### src/rtl/tx_pkg.sv
// tx_pkg: shared FSM state type and timing constants for the tx block.
package tx_pkg;
  typedef enum logic [1:0] {IDLE, SOC, DATA, EOC} state_t;
  localparam int BIT_PERIOD = 128;
  localparam int SUBCARRIER_PERIOD = 16;
  localparam int BIT_W = $clog2(BIT_PERIOD);
  localparam int SC_W = $clog2(SUBCARRIER_PERIOD);
endpackage

### src/rtl/tx_interface.sv
// tx_interface: source-to-tx handshake; data_valid/data from source, req pulse back to source.
interface tx_interface #(parameter bit BY_BYTE = 1'b0);
  localparam int W = BY_BYTE ? 8 : 1;
  logic data_valid;
  logic [W-1:0] data;
  logic req;
  modport sink (input data_valid, input data, output req);
  modport source (output data_valid, output data, input req);
endinterface

### src/rtl/tx_subcarrier_gen.sv
// subcarrier_gen: fc/16 square wave (8 high, 8 low, starting high); ports clk, rst_n, restart, sc_next.
// sc_next is the subcarrier level for the coming cycle so the caller can register it without lag.
module subcarrier_gen
  import tx_pkg::*;
(
  input  logic clk,
  input  logic rst_n,
  input  logic restart,
  output logic sc_next
);
  logic [SC_W-1:0] cnt, cnt_nxt;
  always_comb cnt_nxt = restart ? '0 : cnt + 1'b1;
  assign sc_next = ~cnt_nxt[SC_W-1];
  always_ff @(posedge clk or negedge rst_n)
    if (!rst_n) cnt <= '0;
    else cnt <= cnt_nxt;
endmodule

### src/rtl/tx.sv
// tx: Manchester/subcarrier frame transmitter; ports clk, rst_n, in_iface (bit-serial sink), tx_out (load modulator drive).
module tx
  import tx_pkg::*;
(
  input  logic clk,
  input  logic rst_n,
  tx_interface.sink in_iface,
  output logic tx_out
);
  state_t state, state_nxt;
  logic [BIT_W-1:0] cnt, cnt_nxt;
  logic bit_q, bit_nxt, req_q, req_nxt, boundary, enc, mod_nxt, sc_next;
  assign in_iface.req = req_q;
  subcarrier_gen u_sc (.clk(clk), .rst_n(rst_n), .restart(state == IDLE), .sc_next(sc_next));
  // tx_out is registered, so modulation is computed from next-cycle state and counters.
  always_comb begin
    boundary = (state != IDLE) && (cnt == BIT_W'(BIT_PERIOD - 1));
    cnt_nxt = (state == IDLE) ? '0 : cnt + 1'b1;
    req_nxt = boundary && (state != EOC) && in_iface.data_valid;
    bit_nxt = req_nxt ? in_iface.data[0] : bit_q;
    state_nxt = state;
    case (state)
      IDLE: state_nxt = in_iface.data_valid ? SOC : IDLE;
      SOC, DATA: state_nxt = boundary ? (req_nxt ? DATA : EOC) : state;
      EOC: state_nxt = boundary ? IDLE : EOC;
      default: state_nxt = IDLE;
    endcase
    // enc=1 modulates the first half-bit, enc=0 the second; SOC encodes a '1'.
    enc = (state_nxt == SOC) || bit_nxt;
    mod_nxt = (state_nxt == SOC || state_nxt == DATA) && (cnt_nxt[BIT_W-1] ^ enc);
  end
  always_ff @(posedge clk or negedge rst_n)
    if (!rst_n) begin
      state <= IDLE;
      cnt <= '0;
      bit_q <= 1'b0;
      req_q <= 1'b0;
      tx_out <= 1'b0;
    end else begin
      state <= state_nxt;
      cnt <= cnt_nxt;
      bit_q <= bit_nxt;
      req_q <= req_nxt;
      tx_out <= sc_next && mod_nxt;
    end
endmodule

### src/flat_wrapper.sv
// flat-port wrapper written by rule: the top's interface ports become plain ports
module tx_flat import tx_pkg::*;
  (clk, rst_n, tx_out, in_iface_data_valid, in_iface_data, in_iface_req);
  tx_interface #(.BY_BYTE(1'b0)) in_iface_i ();
  input  logic clk;
  input  logic rst_n;
  output logic tx_out;
  input wire logic [$bits(in_iface_i.data_valid)-1:0] in_iface_data_valid;
  input wire logic [$bits(in_iface_i.data)-1:0] in_iface_data;
  output wire logic [$bits(in_iface_i.req)-1:0] in_iface_req;
  assign in_iface_i.data_valid = in_iface_data_valid;
  assign in_iface_i.data = in_iface_data;
  assign in_iface_req = in_iface_i.req;
  tx u_core (.clk(clk), .rst_n(rst_n), .in_iface(in_iface_i), .tx_out(tx_out));
endmodule
### config.mk
export PLATFORM = sky130hd
export DESIGN_NAME = tx_flat
export DESIGN_NICKNAME = d
export VERILOG_FILES = /design/src/rtl/tx_pkg.sv /design/src/rtl/tx_interface.sv /design/src/rtl/tx_subcarrier_gen.sv /design/src/rtl/tx.sv /design/src/flat_wrapper.sv
export SDC_FILE = /design/constraint.sdc
export NUM_CORES = 1
export LEC_CHECK = 0
export BUFFER_PORTS_ARGS = -buffer_cell sky130_fd_sc_hd__buf_4
export CORE_UTILIZATION = 56
export DETAILED_ROUTE_END_ITERATION = 12
export HOLD_SLACK_MARGIN = 0.15
export PLACE_DENSITY = 0.75
export RECOVER_POWER = 50
export SLEW_MARGIN = 20
export SYNTH_ARGS = -nofsm -noshare
export SYNTH_HDL_FRONTEND = slang
export SYNTH_SLANG_ARGS = --single-unit
### constraint.sdc
create_clock -name clk -period 7 [get_ports clk]
set_input_delay 0.35 -clock clk [delete_from_list [all_inputs] [get_ports clk]]
set_output_delay 0.35 -clock clk [all_outputs]
set_load 0.03 [all_outputs]
==> results_tabular.tex <==
\begin{tabular}{lr}
\hline
Metric & Value \\
\hline
\multicolumn{2}{l}{\textbf{Status}} \\
\quad Result of the run & finished clean \\
\multicolumn{2}{l}{\textbf{Power and ir drop}} \\
\quad Leak & 0.422 nW \\
\quad VDD IR-drop max & 151 uV \\
\quad Power density normalized to cell area & 203 nW/um\^{}2 \\
\multicolumn{2}{l}{\textbf{Logic synthesis}} \\
\quad Synthesis Warnings & 0 \\
\quad Total of flip-flops plus latches after synthesis & 16 \\
\quad Share of Yosys cell area claimed by the top area cell type & 0.498 \\
\quad Count of unique library cells instantiated by Yosys & 26 \\
\quad Synthesized area per cell & 10.7 um\^{}2 \\
\quad Post-Synthesis Cell Area & 805 um\^{}2 \\
\quad Net count after synthesis & 85 \\
\quad Largest area contributor in the synthesized netlist & sky130\_fd\_sc\_hd\_\_dfrtp\_1 \\
\quad Cell count after synthesis & 75 \\
\quad Cell types with the largest area share after synthesis & sky130\_fd\_sc\_hd\_\_dfrtp\_1, sky130\_fd\_sc\_hd\_\_ha\_1, sky130\_fd\_sc\_hd\_\_nor2\_1 \\
\quad Portion of the post-synthesis area used by sequential elements & 0.498 \\
\multicolumn{2}{l}{\textbf{Place}} \\
\quad Worst slack at placement & 4330 ps \\
\quad GPL Wtd Cong & 0.648 \\
\quad Count of input and output buffers & 5 \\
\quad Hpwl dp & 923 um \\
\multicolumn{2}{l}{\textbf{STA}} \\
\quad Part of the cycle the worst path needs & 0.379 \\
\quad Final Worst Setup Slack & 4340 ps \\
\quad Count of final hold-check violations & 0 \\
\quad Final critical-path required period & 2660 ps \\
\quad Number of pins exceeding their max-slew limit in the final report & 0 \\
\quad Setup Total Neg Slack & 0 ps \\
\quad Unrepaired setup endpoints after global routing & false \\
\quad Max Clock Freq & 377 MHz \\
\quad Slew at the pin with the worst max-slew slack & 863 ps \\
\quad Max transition margin & 0.425 \\
\quad Number of endpoints failing setup at the final stage & 0 \\
\quad Final setup skew & 6.60 ps \\
\multicolumn{2}{l}{\textbf{Clocking}} \\
\quad Number of gates resized after cts & 0 \\
\quad Clock Sinks & 16 \\
\quad Largest buffer count on any clock path & 2 \\
\quad CTS clk-pin slew, worst paths & 100 ps \\
\quad Later-pin clock latency in the skew report & 280 ps \\
\quad H-tree depth & 1 \\
\quad Setup bufs post-CTS & 0 \\
\quad Clock root buffer & sky130\_fd\_sc\_hd\_\_clkbuf\_4 \\
\quad TritonCTS clock tree & yes \\
\quad Number of buffers created by CTS & 3 \\
\multicolumn{2}{l}{\textbf{Run}} \\
\quad Total of max-cap violations & 0 \\
\multicolumn{2}{l}{\textbf{Setup path}} \\
\quad Crit-path max FO & 14 \\
\quad FF-to-FF Start & u\_core.state[0] \\
\quad Endpoint required time on the critical path & 7210 ps \\
\quad Worst EP arrival & 2860 ps \\
\quad Type of the worst setup path & reg -> reg \\
\quad Critical path capture point type & register \\
\quad Critical path startpoint category & register \\
\quad Launching element of the worst setup path & u\_core.state[0] \\
\multicolumn{2}{l}{\textbf{GRT}} \\
\quad GRT overflow & 0 \\
\quad Vias in the first global route & 553 \\
\quad Maximum number of pins on one net before global-route repair & 17 \\
\quad Number of antenna violations at the first check in global routing & 0 \\
\quad Global-route wire length before repair & 2160 um \\
\quad Overall routing resource usage & 0.215 \\
\multicolumn{2}{l}{\textbf{Drt}} \\
\quad Post-detailed-route DRC marker count & 0 \\
\quad Post-detailed-route wirelength per cell & 13.2 um \\
\quad Count of TritonRoute iterations in the first routing pass & 4 \\
\quad Total Routed Length & 1300 um \\
\quad Number of routed nets with antenna violations & 0 \\
\quad Average via count per standard cell & 5.53 \\
\quad First-iteration detailed-routing DRC count & 9 \\
\quad Via count & 547 \\
\multicolumn{2}{l}{\textbf{Final layout}} \\
\quad Fraction of final layout cells sized beyond drive strength 1 & 0.143 \\
\quad Fill cells & 102 \\
\quad Multi-input combinational cell area & 382 um\^{}2 \\
\quad Growth of design area from synthesis to finish & 11.4\% \\
\quad Antenna fix cells & 0 \\
\quad Flip-flop and latch area & 400 um\^{}2 \\
\quad Nets & 95 \\
\multicolumn{2}{l}{\textbf{Floorplanning}} \\
\quad Die ar. & 1590 um\^{}2 \\
\quad Core box area & 1320 um\^{}2 \\
\quad Effective utilization at floorplan & 0.611 \\
\quad I/O pin total & 6 \\
\quad Chip Height & 39.9 um \\
\quad Horizontal extent of the die & 39.9 um \\
\quad Number of core rows & 13 \\
\multicolumn{2}{l}{\textbf{Worst hold path}} \\
\quad Startpoint of the most critical hold path & in\_iface\_data \\
\quad Type of the most critical hold path & in -> reg \\
\hline
\end{tabular}
what timing repair did:
action                                 in CTS  in global routing
setup endpoints to repair                   0                  0
endpoints found under the hold margin      16                  0
hold buffers                                1                  0
stage by stage:
step	std cells	power (mW)	cell area [um^2]	hold WS [ps]	utilization
after floorplan	75	0.117	805	54.4	-
after global routing	99	0.194	896	303	0.680
final	99	0.182	896	326	0.680
after detailed placement	94	0.125	857	221	0.651
after CTS	99	0.186	903	317	0.686
after global placement	94	0.124	857	221	0.651
worst max-delay path, stage by stage (launching register included):
cell and delay [ps]:
sky130_fd_sc_hd__dfrtp_1 390, sky130_fd_sc_hd__inv_1 70, sky130_fd_sc_hd__ha_1 360, sky130_fd_sc_hd__nand4b_1 300, sky130_fd_sc_hd__nor3_1 220, sky130_fd_sc_hd__a211oi_1 80, sky130_fd_sc_hd__o31ai_1 420, sky130_fd_sc_hd__ha_1 320
sky130_fd_sc_hd__a221o_1 260, sky130_fd_sc_hd__mux2i_1 150
cells by family (layout without fill, tap and decap cells):
kind of cell,Yosys count,count (layout),synth area share
and+or+nand+nor,28,28,0.193
DFF,16,16,0.498
AOI/OAI and AO/OA,10,10,0.0809
adders and majority gates,6,6,0.0933
buffers and inverters,6,15,0.0280
xor gates and xnor gates,5,5,0.0544
muxes,4,4,0.0529
worst paths after layout:
path / slack [ps] / cells after the start / to
setup / recovery: 4340 / 9 / u_core.tx_out
hold / removal: 330 / 2 / u_core.bit_q
setup reg to reg: 4340 / 9 / u_core.tx_out
hold reg to reg: 460 / 1 / u_core.u_sc.cnt[0]
max in group asynchronous: 5780 / 2 / u_core.u_sc.cnt[3]
min in group asynchronous: 690 / 2 / u_core.tx_out
flip-flops by register name, indices dropped and copies added, names as in the netlist:
name / flops
u_core.in_iface.req: 1
u_core.state: 2
u_core.cnt: 7
u_core.u_sc.cnt: 4
u_core.tx_out: 1
u_core.bit_q: 1
power by group:
| part | total, mW | switching (mW) | internal, mW |
|---|---|---|---|
| Combinational | 0.0218 | 0.0125 | 0.00924 |
| Sequential | 0.100 | 0.00327 | 0.0972 |
| Clock | 0.0599 | 0.0283 | 0.0316 |
routing by layer:
metal / GRT usage / routed length [um] / vias up / part of all wire
li1: - / - / 276 / -
met1: 0.254 / 622 / 262 / 0.48
met2: 0.363 / 629 / 7 / 0.48
met3: 0.0511 / 33 / 2 / 0.025
met4: 0.103 / 18 / 0 / 0.014
met5: 0 / 0 / - / 0
synth_stat cells:
master	count
sky130_fd_sc_hd__a221o_1	1
sky130_fd_sc_hd__inv_1	5
sky130_fd_sc_hd__clkbuf_1	1
sky130_fd_sc_hd__nand2_1	6
sky130_fd_sc_hd__ha_1	6
sky130_fd_sc_hd__a21oi_1	3
sky130_fd_sc_hd__or3_1	1
sky130_fd_sc_hd__a211oi_1	1
sky130_fd_sc_hd__xnor2_1	3
sky130_fd_sc_hd__or4_4	1
sky130_fd_sc_hd__o211ai_1	1
sky130_fd_sc_hd__dfrtp_1	16
sky130_fd_sc_hd__nor3_1	1
sky130_fd_sc_hd__nand4b_1	2
sky130_fd_sc_hd__a21o_1	1
sky130_fd_sc_hd__nor4_1	1
sky130_fd_sc_hd__mux2_2	2
sky130_fd_sc_hd__nor2_1	9
sky130_fd_sc_hd__nor2b_1	3
sky130_fd_sc_hd__nand3_4	1
sky130_fd_sc_hd__nand3_1	2
sky130_fd_sc_hd__xor2_1	2
sky130_fd_sc_hd__or2_2	1
sky130_fd_sc_hd__mux2i_1	2
sky130_fd_sc_hd__o21ai_0	2
sky130_fd_sc_hd__o31ai_1	1
cell type report:
cell class                      count  share of cell area
Clock buffer                        4              0.0405
Inverter                            5              0.0209
Multi-Input combinational cell     53               0.426
Sequential cell                    16               0.447
Tap cell                           15              0.0209
Timing Repair Buffer                6              0.0447
cells in the final DEF, fill, tap and decap left out, drive strengths merged, types with 2 or more instances in the layout:
cell type and instances:
xor2 2, inv 5, nor2 9, buf 3, dfrtp 16, nand2 6
mux2 2, nand3 3, mux2i 2, ha 6, a21oi 3, o21ai 2
clkbuf 6, nand4b 2, nor2b 3, xnor2 3
Note: power is estimated with default switching activity, not from simulation.
